==> config.mk <==
export PLATFORM = sky130hd
export DESIGN_NAME = mul_issue_ctrl
export DESIGN_NICKNAME = d
export VERILOG_FILES = /design/src/rtl/mul_issue_ctrl.sv
export SDC_FILE = /design/constraint.sdc
export NUM_CORES = 1
export LEC_CHECK = 0
export BUFFER_PORTS_ARGS = -buffer_cell sky130_fd_sc_hd__buf_2
export CORE_ASPECT_RATIO = 2
export CORE_MARGIN = 4
export CORE_UTILIZATION = 55
export CTS_CLUSTER_SIZE = 10
export DETAILED_ROUTE_END_ITERATION = 12
export HOLD_SLACK_MARGIN = 0.02
export PLACE_DENSITY = 0.81
export REMOVE_ABC_BUFFERS = 1
export SYNTH_ARGS = -nofsm -noshare
export SYNTH_HDL_FRONTEND = slang
export SYNTH_SLANG_ARGS = --single-unit
==> constraint.sdc <==
create_clock -name clk -period 6.5 [get_ports clk]
set_clock_uncertainty 0.2 [all_clocks]
set_input_delay 0.325 -clock clk [delete_from_list [all_inputs] [get_ports clk]]
set_output_delay 0.325 -clock clk [all_outputs]
set_load 0.05 [all_outputs]
==> src/rtl/mul_issue_ctrl.sv <==
// Request sequencer in front of the 16-bit multiplier: buffers requests in a small FIFO,
// issues them one at a time, and returns products (or a watchdog error) in order.
module mul_issue_ctrl #(
    parameter int unsigned DEPTH   = 2,
    parameter int unsigned TAG_W   = 4,
    parameter int unsigned TIMEOUT = 31
) (
    input  logic             clk,
    input  logic             reset,
    input  logic             req_valid,
    output logic             req_ready,
    input  logic [15:0]      req_a,
    input  logic [15:0]      req_b,
    input  logic [TAG_W-1:0] req_tag,
    output logic             mul_start,
    output logic [15:0]      mul_a,
    output logic [15:0]      mul_b,
    input  logic             mul_done,
    input  logic [15:0]      mul_result,
    output logic             resp_valid,
    input  logic             resp_ready,
    output logic [15:0]      resp_data,
    output logic [TAG_W-1:0] resp_tag,
    output logic             resp_err,
    output logic             busy
);

    localparam int unsigned PTR_W = (DEPTH > 1) ? $clog2(DEPTH) : 1;
    localparam int unsigned CNT_W = PTR_W + 1;
    localparam logic [CNT_W-1:0] FULL_CNT = CNT_W'(DEPTH);
    localparam logic [7:0]       WD_LIMIT = 8'(TIMEOUT);

    typedef enum logic [1:0] {
        StIdle,
        StIssue,
        StWait,
        StResp
    } state_e;

    state_e state_q, state_d;

    logic [15:0]      fifo_a_q   [DEPTH];
    logic [15:0]      fifo_b_q   [DEPTH];
    logic [TAG_W-1:0] fifo_tag_q [DEPTH];

    logic [PTR_W-1:0] wr_ptr_q, rd_ptr_q;
    logic [CNT_W-1:0] count_q, count_d;

    logic [15:0]      mul_a_q, mul_b_q;
    logic [TAG_W-1:0] tag_q;
    logic [7:0]       wd_q, wd_d;
    logic [15:0]      resp_data_q, resp_data_d;
    logic             resp_err_q, resp_err_d;

    logic push, pop, fifo_empty;

    assign fifo_empty = (count_q == '0);
    // Ready is driven only from registered count, so a same-cycle pop never re-opens it.
    assign req_ready  = reset && (count_q != FULL_CNT);
    assign push       = req_valid && req_ready;

    // FIFO storage and pointers
    always_ff @(posedge clk or negedge reset) begin
        if (!reset) begin
            for (int i = 0; i < int'(DEPTH); i++) begin
                fifo_a_q[i]   <= '0;
                fifo_b_q[i]   <= '0;
                fifo_tag_q[i] <= '0;
            end
            wr_ptr_q <= '0;
            rd_ptr_q <= '0;
            count_q  <= '0;
        end else begin
            if (push) begin
                fifo_a_q[wr_ptr_q]   <= req_a;
                fifo_b_q[wr_ptr_q]   <= req_b;
                fifo_tag_q[wr_ptr_q] <= req_tag;
                wr_ptr_q             <= wr_ptr_q + PTR_W'(1);
            end
            if (pop) begin
                rd_ptr_q <= rd_ptr_q + PTR_W'(1);
            end
            count_q <= count_d;
        end
    end

    always_comb begin
        count_d = count_q;
        case ({push, pop})
            2'b10:   count_d = count_q + CNT_W'(1);
            2'b01:   count_d = count_q - CNT_W'(1);
            default: count_d = count_q;
        endcase
    end

    // Operand and tag registers change only at the pop edge
    always_ff @(posedge clk or negedge reset) begin
        if (!reset) begin
            mul_a_q <= '0;
            mul_b_q <= '0;
            tag_q   <= '0;
        end else if (pop) begin
            mul_a_q <= fifo_a_q[rd_ptr_q];
            mul_b_q <= fifo_b_q[rd_ptr_q];
            tag_q   <= fifo_tag_q[rd_ptr_q];
        end
    end

    always_ff @(posedge clk or negedge reset) begin
        if (!reset) begin
            state_q     <= StIdle;
            wd_q        <= '0;
            resp_data_q <= '0;
            resp_err_q  <= 1'b0;
        end else begin
            state_q     <= state_d;
            wd_q        <= wd_d;
            resp_data_q <= resp_data_d;
            resp_err_q  <= resp_err_d;
        end
    end

    always_comb begin
        state_d     = state_q;
        wd_d        = wd_q;
        resp_data_d = resp_data_q;
        resp_err_d  = resp_err_q;
        pop         = 1'b0;
        case (state_q)
            StIdle: begin
                if (!fifo_empty) begin
                    pop     = 1'b1;
                    state_d = StIssue;
                end
            end
            StIssue: begin
                wd_d    = '0;
                state_d = StWait;
            end
            StWait: begin
                // A done pulse in the timeout cycle still delivers the product.
                if (mul_done) begin
                    resp_data_d = mul_result;
                    resp_err_d  = 1'b0;
                    state_d     = StResp;
                end else if (wd_q == WD_LIMIT) begin
                    resp_data_d = '0;
                    resp_err_d  = 1'b1;
                    state_d     = StResp;
                end else begin
                    wd_d = wd_q + 8'd1;
                end
            end
            StResp: begin
                if (resp_ready) begin
                    state_d = StIdle;
                end
            end
            default: state_d = StIdle;
        endcase
    end

    assign mul_start  = (state_q == StIssue);
    assign mul_a      = mul_a_q;
    assign mul_b      = mul_b_q;
    assign resp_valid = (state_q == StResp);
    assign resp_data  = resp_data_q;
    assign resp_tag   = tag_q;
    assign resp_err   = resp_err_q;
    assign busy       = (state_q != StIdle) || !fifo_empty;

endmodule

=== Yosys cells after proc, flatten, opt, wreduce, memory -nomap -nowiden ===
Cells that the tools add are included.

* Bits in registers: 139
* Bits of input ports: 57
* Output and inout bits: 57
* Logic and storage cells: 83

* Add/sub/neg operators: 5
* $lt $le $gt $ge: 3
* Equal/unequal tests: 12
* Muxes and demuxes: 31
* Bitwise operators: 2
* Reductions and logical operators: 14

{| class="wikitable"
|+ Operator list
! cell !! number
|-
| $mux W16 || 9
|-
| $bwmux W32 || 2
|-
| $demux W16 S1 || 1
|-
| $mux W4 || 4
|-
| $mux W8 || 2
|-
| $pmux W8 S2 || 1
|-
| $add A8 B1 Y8 const B || 1
|-
| $bwmux W8 || 1
|-
| $eq A8 B5 Y1 const B || 1
|-
| $mux W2 || 4
|-
| $ne A2 B2 Y1 const B || 4
|-
| $pmux W2 S4 || 1
|-
| $reduce_bool A2 Y1 || 4
|-
| $eq A2 B2 Y1 const B || 3
|-
| $reduce_and A3 Y1 || 2
|-
| $demux W4 S1 || 1
|-
| $eq A2 B1 Y1 const B || 2
|-
| $ge A2 B2 Y1 const B || 2
|-
| $logic_not A2 Y1 || 2
|-
| $mux W1 || 4
|-
| $not A1 Y2 || 2
|-
| $pmux W2 S2 || 1
|-
| $logic_and A1 B1 Y1 || 3
|-
| $ne A3 B3 Y1 const B || 1
|-
| 8 further kinds || 9
|}

=== Logic depth before layout (Yosys ltp) ===
Gate-level depths: netlist of the first run.

* Word-level depth: 6
* Depth in mapped cells: 10
* Mapped depth without buffers: 8

=== Worst setup path after synthesis of the first run ===
OpenSTA, ideal clock, no wires.

* Path type: flip-flop to flip-flop
* From: register state_q[0]
* To: register count_q[1]
* Setup time: 0.080 ns
* Arrival: 1.890 ns
* Slack: 4.330 ns
* Cell stages (with the launch flop): 10
* Buffers on the path: 2
* Cells stage by stage: dfrtp_1 > inv_1 > ha_1 > o21ai_0 > clkbuf_1 > clkbuf_1 > inv_1 > ha_1 > nor2_1 > xnor2_1

* Cells in the longest elaborated chain, start to end: 4
* Elaborated cells between the ends (all ways): 6

{| class="wikitable"
|+ Ends and longest elaborated chain
! what !! RTL line !! source
|-
| from (decl) || 40 || <nowiki>state_e state_q, state_d;</nowiki>
|-
| from (signal assigned) || 111 || <nowiki>state_q <= StIdle;</nowiki>
|-
| from (signal assigned) || 116 || <nowiki>state_q <= state_d;</nowiki>
|-
| $logic_not A2 Y1 (*) || 129 || <nowiki>case (state_q)</nowiki>
|-
| $mux W1 (*) || 129 ||
|-
| net pop || 55 || <nowiki>logic push, pop, fifo_empty;</nowiki>
|-
| $eq A2 B1 Y1 or $eq A2 B2 Y1 (tied branches) || 89 || <nowiki>case ({push, pop})</nowiki>
|-
| $pmux W2 S2 or $reduce_bool A2 Y1 (tied branches) || - ||
|-
| to (signal assigned) || 83 || <nowiki>count_q <= count_d;</nowiki>
|-
| to (decl) || 47 || <nowiki>logic [CNT_W-1:0] count_q, count_d;</nowiki>
|}

Mark *: on every way through the listed nets, which the timed path passes. The rest lies on a longest branch.
A chain may end at the register's enable or synchronous reset.

=== Worst setup path after layout of the first run ===
* From: input reset
* To: register fifo_a_q[15] (netlist name)

* Cells in the longest elaborated chain, start to end: 2

{| class="wikitable"
|+ Ends and longest elaborated chain
! what !! RTL line !! source
|-
| from (decl) || 9 || <nowiki>input logic reset,</nowiki>
|-
| $logic_and A1 B1 Y1 || 59 || <nowiki>assign req_ready = reset && (count_q != FULL_CNT);</nowiki>
|-
| $logic_and A1 B1 Y1 || 60 || <nowiki>assign push = req_valid && req_ready;</nowiki>
|-
| to (signal, indexed assignment) || 75 || <nowiki>fifo_a_q[wr_ptr_q] <= req_a;</nowiki>
|-
| to (decl) || 42 || <nowiki>logic [15:0] fifo_a_q [DEPTH];</nowiki>
|}

Every way passes these cells.

==> out/qor.yml, run 1 <==
status: "completed"
timing.critical_path.to_type: "flop"
syn-mean-instance-area_um2: 13.28
grt-ovfl-total: 0
design_area_um2: 7553
gpl.final_weighted_congestion: 0.7589
layout.cells.most_common: "dfrtp_1"
final_net_count: 663
ff2ff_path_depth: 5
port-buffer-count: 113
most-common-layout-cells: "dfrtp_1, buf_2, mux2_2, dlygate4sd3_1, nand2_1"
clkLatencyLatePin_ns: 0.41
grt_pass1_wl_mm: 22.09
chipHeight_um: 152.9
cts_made_buffers: 17
postCtsResizedCells: 0
report.final.slew_viol_count: 0
r2r_slack_ns: 3.68
synth_sequential_area_ratio_pct: 60.21
reg2reg_to: "resp_data[9]$_DFFE_PN0P_"
start_util_pct: 56.55
areaGrowthSynthToFinish_pct: 30.76
pwr-share-comb_pct: 40.1
rows: 52
path_clk_slew_ns: 0.05
die-area_um2: 12310
antenna_cells: 0
pwr-share-clk_pct: 22.9
p_switching_mw: 1.723
reg2reg_from: "state_q[0]$_DFFE_PN0P_"
htree_num_levels: 4
power_per_cell_area_nw_per_um2: 563.2
syn_inst: 435
internal_power_mw: 2.531
crit_path_max_fanout: 78
crit_path_start_kind: "input port"
antenna_violations_before_repair: 0
placedCellCount: 662
max_slew_margin_pct: 22.51
fraction_of_registers_with_async_set_reset_pct: 100.0
totalNegativeSetupSlack_ns: 0
top_level_ports: 114
finalWirelength_mm: 13.14
route.detailed.vias_per_inst: 5.438
worst_ep_required_time_ns: 6.58
final_worst_hold_slack_ns: 0.1240
finalSetupViolations: 0
hp-class: "in -> reg"
critPathCapture: "fifo_a_q[15]$_DFFE_PN0P_"
drive_above_1_share_pct: 37.32
finalHoldViolCount: 0
detail_route.drc_violations: 0
tritoncts_num_sinks: 139
clock-root-buffer: "clkbuf_16"
synth-seq-cells: 139
first_global_vias: 4520
netlist_area_um2: 5777
post_drt_wl_per_cell_um: 17.62
vias: 4057
startpoint: "reset"
ys_warn_count: 0
irDropWorstVdd_v: 0.0004152
synth_edf_count: 0
placedInstanceArea_um2: 6421
finalCritPeriodShare_pct: 45.98
seqPwrFrac_pct: 37.0
first_iter_violations: 153
clk_path_buf_depth: 2
max_clock_freq_ghz: 0.3346
critical_path_type: "in -> reg"
power.share.switching_pct: 40.50
yosys_most_used_dff: "dfrtp_1"
track_usage_pct: 23.25
maxCapViolations: 0
num-fill-cells: 689
core_um2: 10210
crit_arrival_ns: 3.07
cts_tree: "yes"
grt_max_degree: 79
power.static_leakage_nw: 3.628
rsz_0062_raised_after_global_routing: "no"
worst_pin_slew_ns: 1.162
die-width_um: 80.47
count_of_antenna_violating_nets_left_after_detailed_routing: 0
dpl.hpwl_mm: 7.890
finalNonFillerCells: 746
detailedRoute.firstPassIterationCount: 4
period_needed_ns: 2.989
synthDistinctLibCells: 38
==> routing by layer <==
layer,share of wire [%],vias up,GRT usage [%],wire length (um)
li1,-,1877,-,-
met1,38,2043,27.20,4981
met2,56,117,40.51,7317
met3,4.3,20,5.536,566
met4,2.1,0,8.703,278
met5,0,-,0,0
==> worst min-delay path by stage <==
stage	from	endpoint	slack, ns	depth (start not counted)
floorplan	reset	count_q[0]$_DFFE_PN0P_	-0.17	0
global placement	reset	resp_data[4]$_DFFE_PN0P_	0.18	1
detailed placement	reset	resp_data[4]$_DFFE_PN0P_	0.20	1
CTS	mul_done	wd_q[3]$_DFFE_PN0P_	0.1	4
global route	mul_done	wd_q[3]$_DFFE_PN0P_	0.16	4
finish	req_valid	wr_ptr_q$_DFFE_PN0N_	0.12	4
==> cell usage after synthesis, drive strengths merged (4+ instances only) <==
cell	instances	share of area [%]
dfrtp	139	60
xnor2	4	0.61
mux2	73	14
clkbuf	9	0.58
buf	14	1.6
ha	7	1.5
o21ai	42	3.6
inv	8	0.52
a22o	16	2.4
nand2	45	3.0
nor2	4	0.26
nand3	8	0.69
mux2i	39	6.8
==> stage by stage <==
stage          util, %  worst slack, ns  power (mW)
3_3_place_gp     62.86            3.639       3.158
3_5_place_dp     62.86            3.619       3.252
2_1_floorplan        -            1.597       2.817
6_report         73.95            3.511       4.254
5_1_grt          73.95            3.287       4.512
4_1_cts          73.95            3.462       4.262
==> timing repair <==
action	4_1_cts	5_1_grt
hold buffers	53	0
endpoints found under the hold margin	163	0
buffers inserted	0	0
==> cell type report <==
class / instances / area (um2) / area share, %
Clock buffer: 20 / 456.7 / 6.046
Tap cell: 135 / 168.9 / 2.236
Clock inverter: 11 / 145.1 / 1.921
Multi-Input combinational cell: 264 / 2152 / 28.49
Sequential cell: 139 / 3480 / 46.07
Inverter: 9 / 33.78 / 0.4472
Timing Repair Buffer: 168 / 1117 / 14.79
==> power groups by stage <==
stage	clock network, mW	registers [mW]	logic (mW)
after floorplan	0	2.02	0.796
after global placement	0	1.54	1.62
after detailed placement	0	1.57	1.68
after CTS	0.987	1.56	1.71
after global routing	1.04	1.62	1.86
final	0.974	1.57	1.71
==> flip-flops by register name, indices dropped and copies added, names as in the netlist <==
register / cells
count_q: 2
fifo_tag_q: 8
wd_q: 8
rd_ptr_q: 1
fifo_a_q: 32
resp_tag: 4
resp_err: 1
fifo_b_q: 32
wr_ptr_q: 1
state_q: 2
resp_data: 16
mul_b: 16
mul_a: 16
==> cells by family after synthesis <==
family / count (synthesis) / share of synthesized area (%)
compound gates: 71 / 8.231
fa+ha+maj: 7 / 1.516
buf+inv: 32 / 2.816
simple gates: 70 / 5.632
mux: 112 / 20.99
xor+xnor: 4 / 0.6064
flops: 139 / 60.21
==> critical path, stage by stage <==
cell	delay, ns
dlygate4sd3_1	0.54
buf_6	0.54
o21a_1	0.25
nand3_2	0.75
mux2_2	0.59
No activity file was read; power rests on OpenSTA's default activity.
==> inputs of run 2 (changes only) <==
Clock period 6.5 ns to 3 ns, I/O delays scaled along.
==> run 2 against run 1 <==
Compared with the run above: count of clock-buffer cells in the layout down 1; wire length decreased by 2.2%; first-iteration DRC count fell by 5.2%; non-clock buffer count rose by 8; clock power grew 100%; global-route usage is 0.70 points lower; die area did not move; critical path type is now reg -> reg; critical endpoint is now wd_q[7]$_DFFE_PN0P_; highest routed layer unchanged.
==> out/qor.yml, run 2 (synthesis results as in run 1) <==
first_global_vias: 4478  # -0.93%
max_clock_freq_ghz: 0.4175
die-width_um: 80.47  # unchanged
final_net_count: 671  # +1.2%
most-common-layout-cells: "dfrtp_1, buf_2, mux2_2, dlygate4sd3_1, nand2_1"
grt_max_degree: 55  # -30%
hp-class: "in -> async"
period_needed_ns: 2.395
core_um2: 10210  # unchanged
vias: 4045  # -0.30%
first_iter_violations: 145  # -5.2%
post-route-util_pct: 74.46  # +0.51 points
multi_input_area_um2: 2152  # unchanged
grt_pass1_wl_mm: 21.60  # -2.2%
max_slew_margin_pct: 39.65  # +17 points
antenna_cells: 0  # unchanged
cts_tree: "yes"
dpl.hpwl_mm: 8.249  # +4.5%
grt-ovfl-total: 0  # unchanged
power.static_leakage_nw: 3.654  # +0.73%
place_ws_ns: 0.6463  # -2.973 ns
critical_path_type: "reg -> reg"
report.final.slew_viol_count: 0  # unchanged
placedCellCount: 667  # +0.76%
htree_num_levels: 4  # unchanged
timing.critical_path.to_type: "flop"
layout.cells.most_common: "dfrtp_1"
finalSetupViolations: 0  # unchanged
clock-root-buffer: "clkbuf_16"
top_regs: "fifo_a_q x32, fifo_b_q x32"
rsz_0062_raised_after_global_routing: "no"
clk_path_buf_depth: 2  # unchanged
irDropWorstVdd_v: 0.0009053  # +120%
top_level_ports: 114  # unchanged
tritoncts_num_sinks: 139  # unchanged
postCtsResizedCells: 0  # unchanged
crit_arrival_ns: 2.47  # -0.60 ns
port-buffer-count: 113  # unchanged
path_clk_slew_ns: 0.06  # about the same
clkLatencyLatePin_ns: 0.41  # about the same
maxCapViolations: 0  # unchanged
crit_path_start_kind: "flop"
areaGrowthSynthToFinish_pct: 31.67
final_critical_path_setup_slack_ns: 0.6046  # -2.907 ns
start_util_pct: 56.55  # unchanged
antenna_violations_before_repair: 0  # unchanged
route.detailed.vias_per_inst: 5.358  # -1.5%
finalCritPeriodShare_pct: 79.85
die-area_um2: 12310  # unchanged
finalWirelength_mm: 12.85  # -2.2%
finalHoldViolCount: 0  # unchanged
chipHeight_um: 152.9  # unchanged
cts_made_buffers: 17  # unchanged
finalNonFillerCells: 755  # +1.2%
layout.area.seq_um2: 3480  # unchanged
gpl.final_weighted_congestion: 0.7537  # -0.69%
detailedRoute.firstPassIterationCount: 4  # unchanged
status: "completed"
rows: 52  # unchanged
count_of_antenna_violating_nets_left_after_detailed_routing: 0  # unchanged
worst_pin_slew_ns: 0.9018  # -0.2605 ns
track_usage_pct: 22.55  # -0.70 points
drive_above_1_share_pct: 37.74  # +0.43 points
detail_route.drc_violations: 0  # unchanged
crit_path_max_fanout: 11  # -86%
num-fill-cells: 656  # -4.8%
power_per_cell_area_nw_per_um2: 1194  # +110%
post_drt_wl_per_cell_um: 17.03  # -3.4%
worst_ep_required_time_ns: 3.08  # -3.50 ns
## run 2: cell count changes in the layout (fill, tap and decap cells not counted)
cell and delta:
buf_12 +2, buf_4 +3, bufinv_16 -2, clkbuf_8 -1, clkinvlp_4 +1, dlygate4sd3_1 +3, inv_6 +3
## run 2: repair_timing
item / in CTS / in global routing
hold endpoints to repair: 132 / 0
hold buffers: 56 / 0
buffers inserted: 0 / 0
## run 2: per-stage QoR
| step | area (um2) | setup TNS, ns | total power [mW] | hold slack, ns |
|---|---|---|---|---|
| floorplan | 5648 | -64.01 | 6.102 | -0.3456 |
| global placement | 6484 | 0 | 6.858 | -0.1122 |
| detailed placement | 6484 | 0 | 7.062 | -0.1027 |
| CTS | 7606 | 0 | 9.118 | 0.02643 |
| global route | 7606 | 0 | 9.608 | 0.06455 |
| finish | 7606 | 0 | 9.078 | 0.03546 |
## run 2: where the power goes
part	leakage, nW	total (mW)	internal [mW]	switching [mW]
logic	1.69	3.83	1.39	2.44
registers	1.70	3.27	2.77	0.505
clock network	0.266	1.98	1.17	0.811
## run 2: worst paths after layout
| kind | from | to | slack [ns] | cells after the start |
|---|---|---|---|---|
| worst max-delay path | state_q[0]$_DFFE_PN0P_ | wd_q[7]$_DFFE_PN0P_ | 0.60 | 6 |
| worst min-delay path | reset | mul_a[3]$_DFFE_PN0P_ | 0.04 | 2 |
| worst max register to register | state_q[0]$_DFFE_PN0P_ | wd_q[7]$_DFFE_PN0P_ | 0.60 | 6 |
| worst min register to register | mul_b[12]$_DFFE_PN0P_ | mul_b[12]$_DFFE_PN0P_ | 0.27 | 2 |
| max in group asynchronous | reset | fifo_b_q[14]$_DFFE_PN0P_ | 0.96 | 4 |
| min in group clk | mul_b[12]$_DFFE_PN0P_ | mul_b[12]$_DFFE_PN0P_ | 0.27 | 2 |
## run 2: metal layers
layer	global-route usage, %	routed length [um]	vias up	share of wire [%]
met3	5.713	602	20	4.7
li1	-	-	1886	-
met5	0	0	-	0
met1	25.87	4836	2018	38
met2	39.83	7166	121	56
met4	7.897	250	0	1.9
## run 2: cell type report
type	instances	share of cell area, %
Inverter	9	0.4442
Multi-Input combinational cell	264	28.29
Timing Repair Buffer	176	15.91
Clock inverter	13	1.563
Tap cell	135	2.221
Clock buffer	19	5.823
Sequential cell	139	45.75
## run 2: worst max-delay path: stages (launching register included)
cell,delay (ns)
dfrtp_1,0.42
inv_1,0.12
ha_1,0.38
or4b_1,0.49
o221ai_2,0.32
mux2i_1,0.24
o21ai_0,0.10
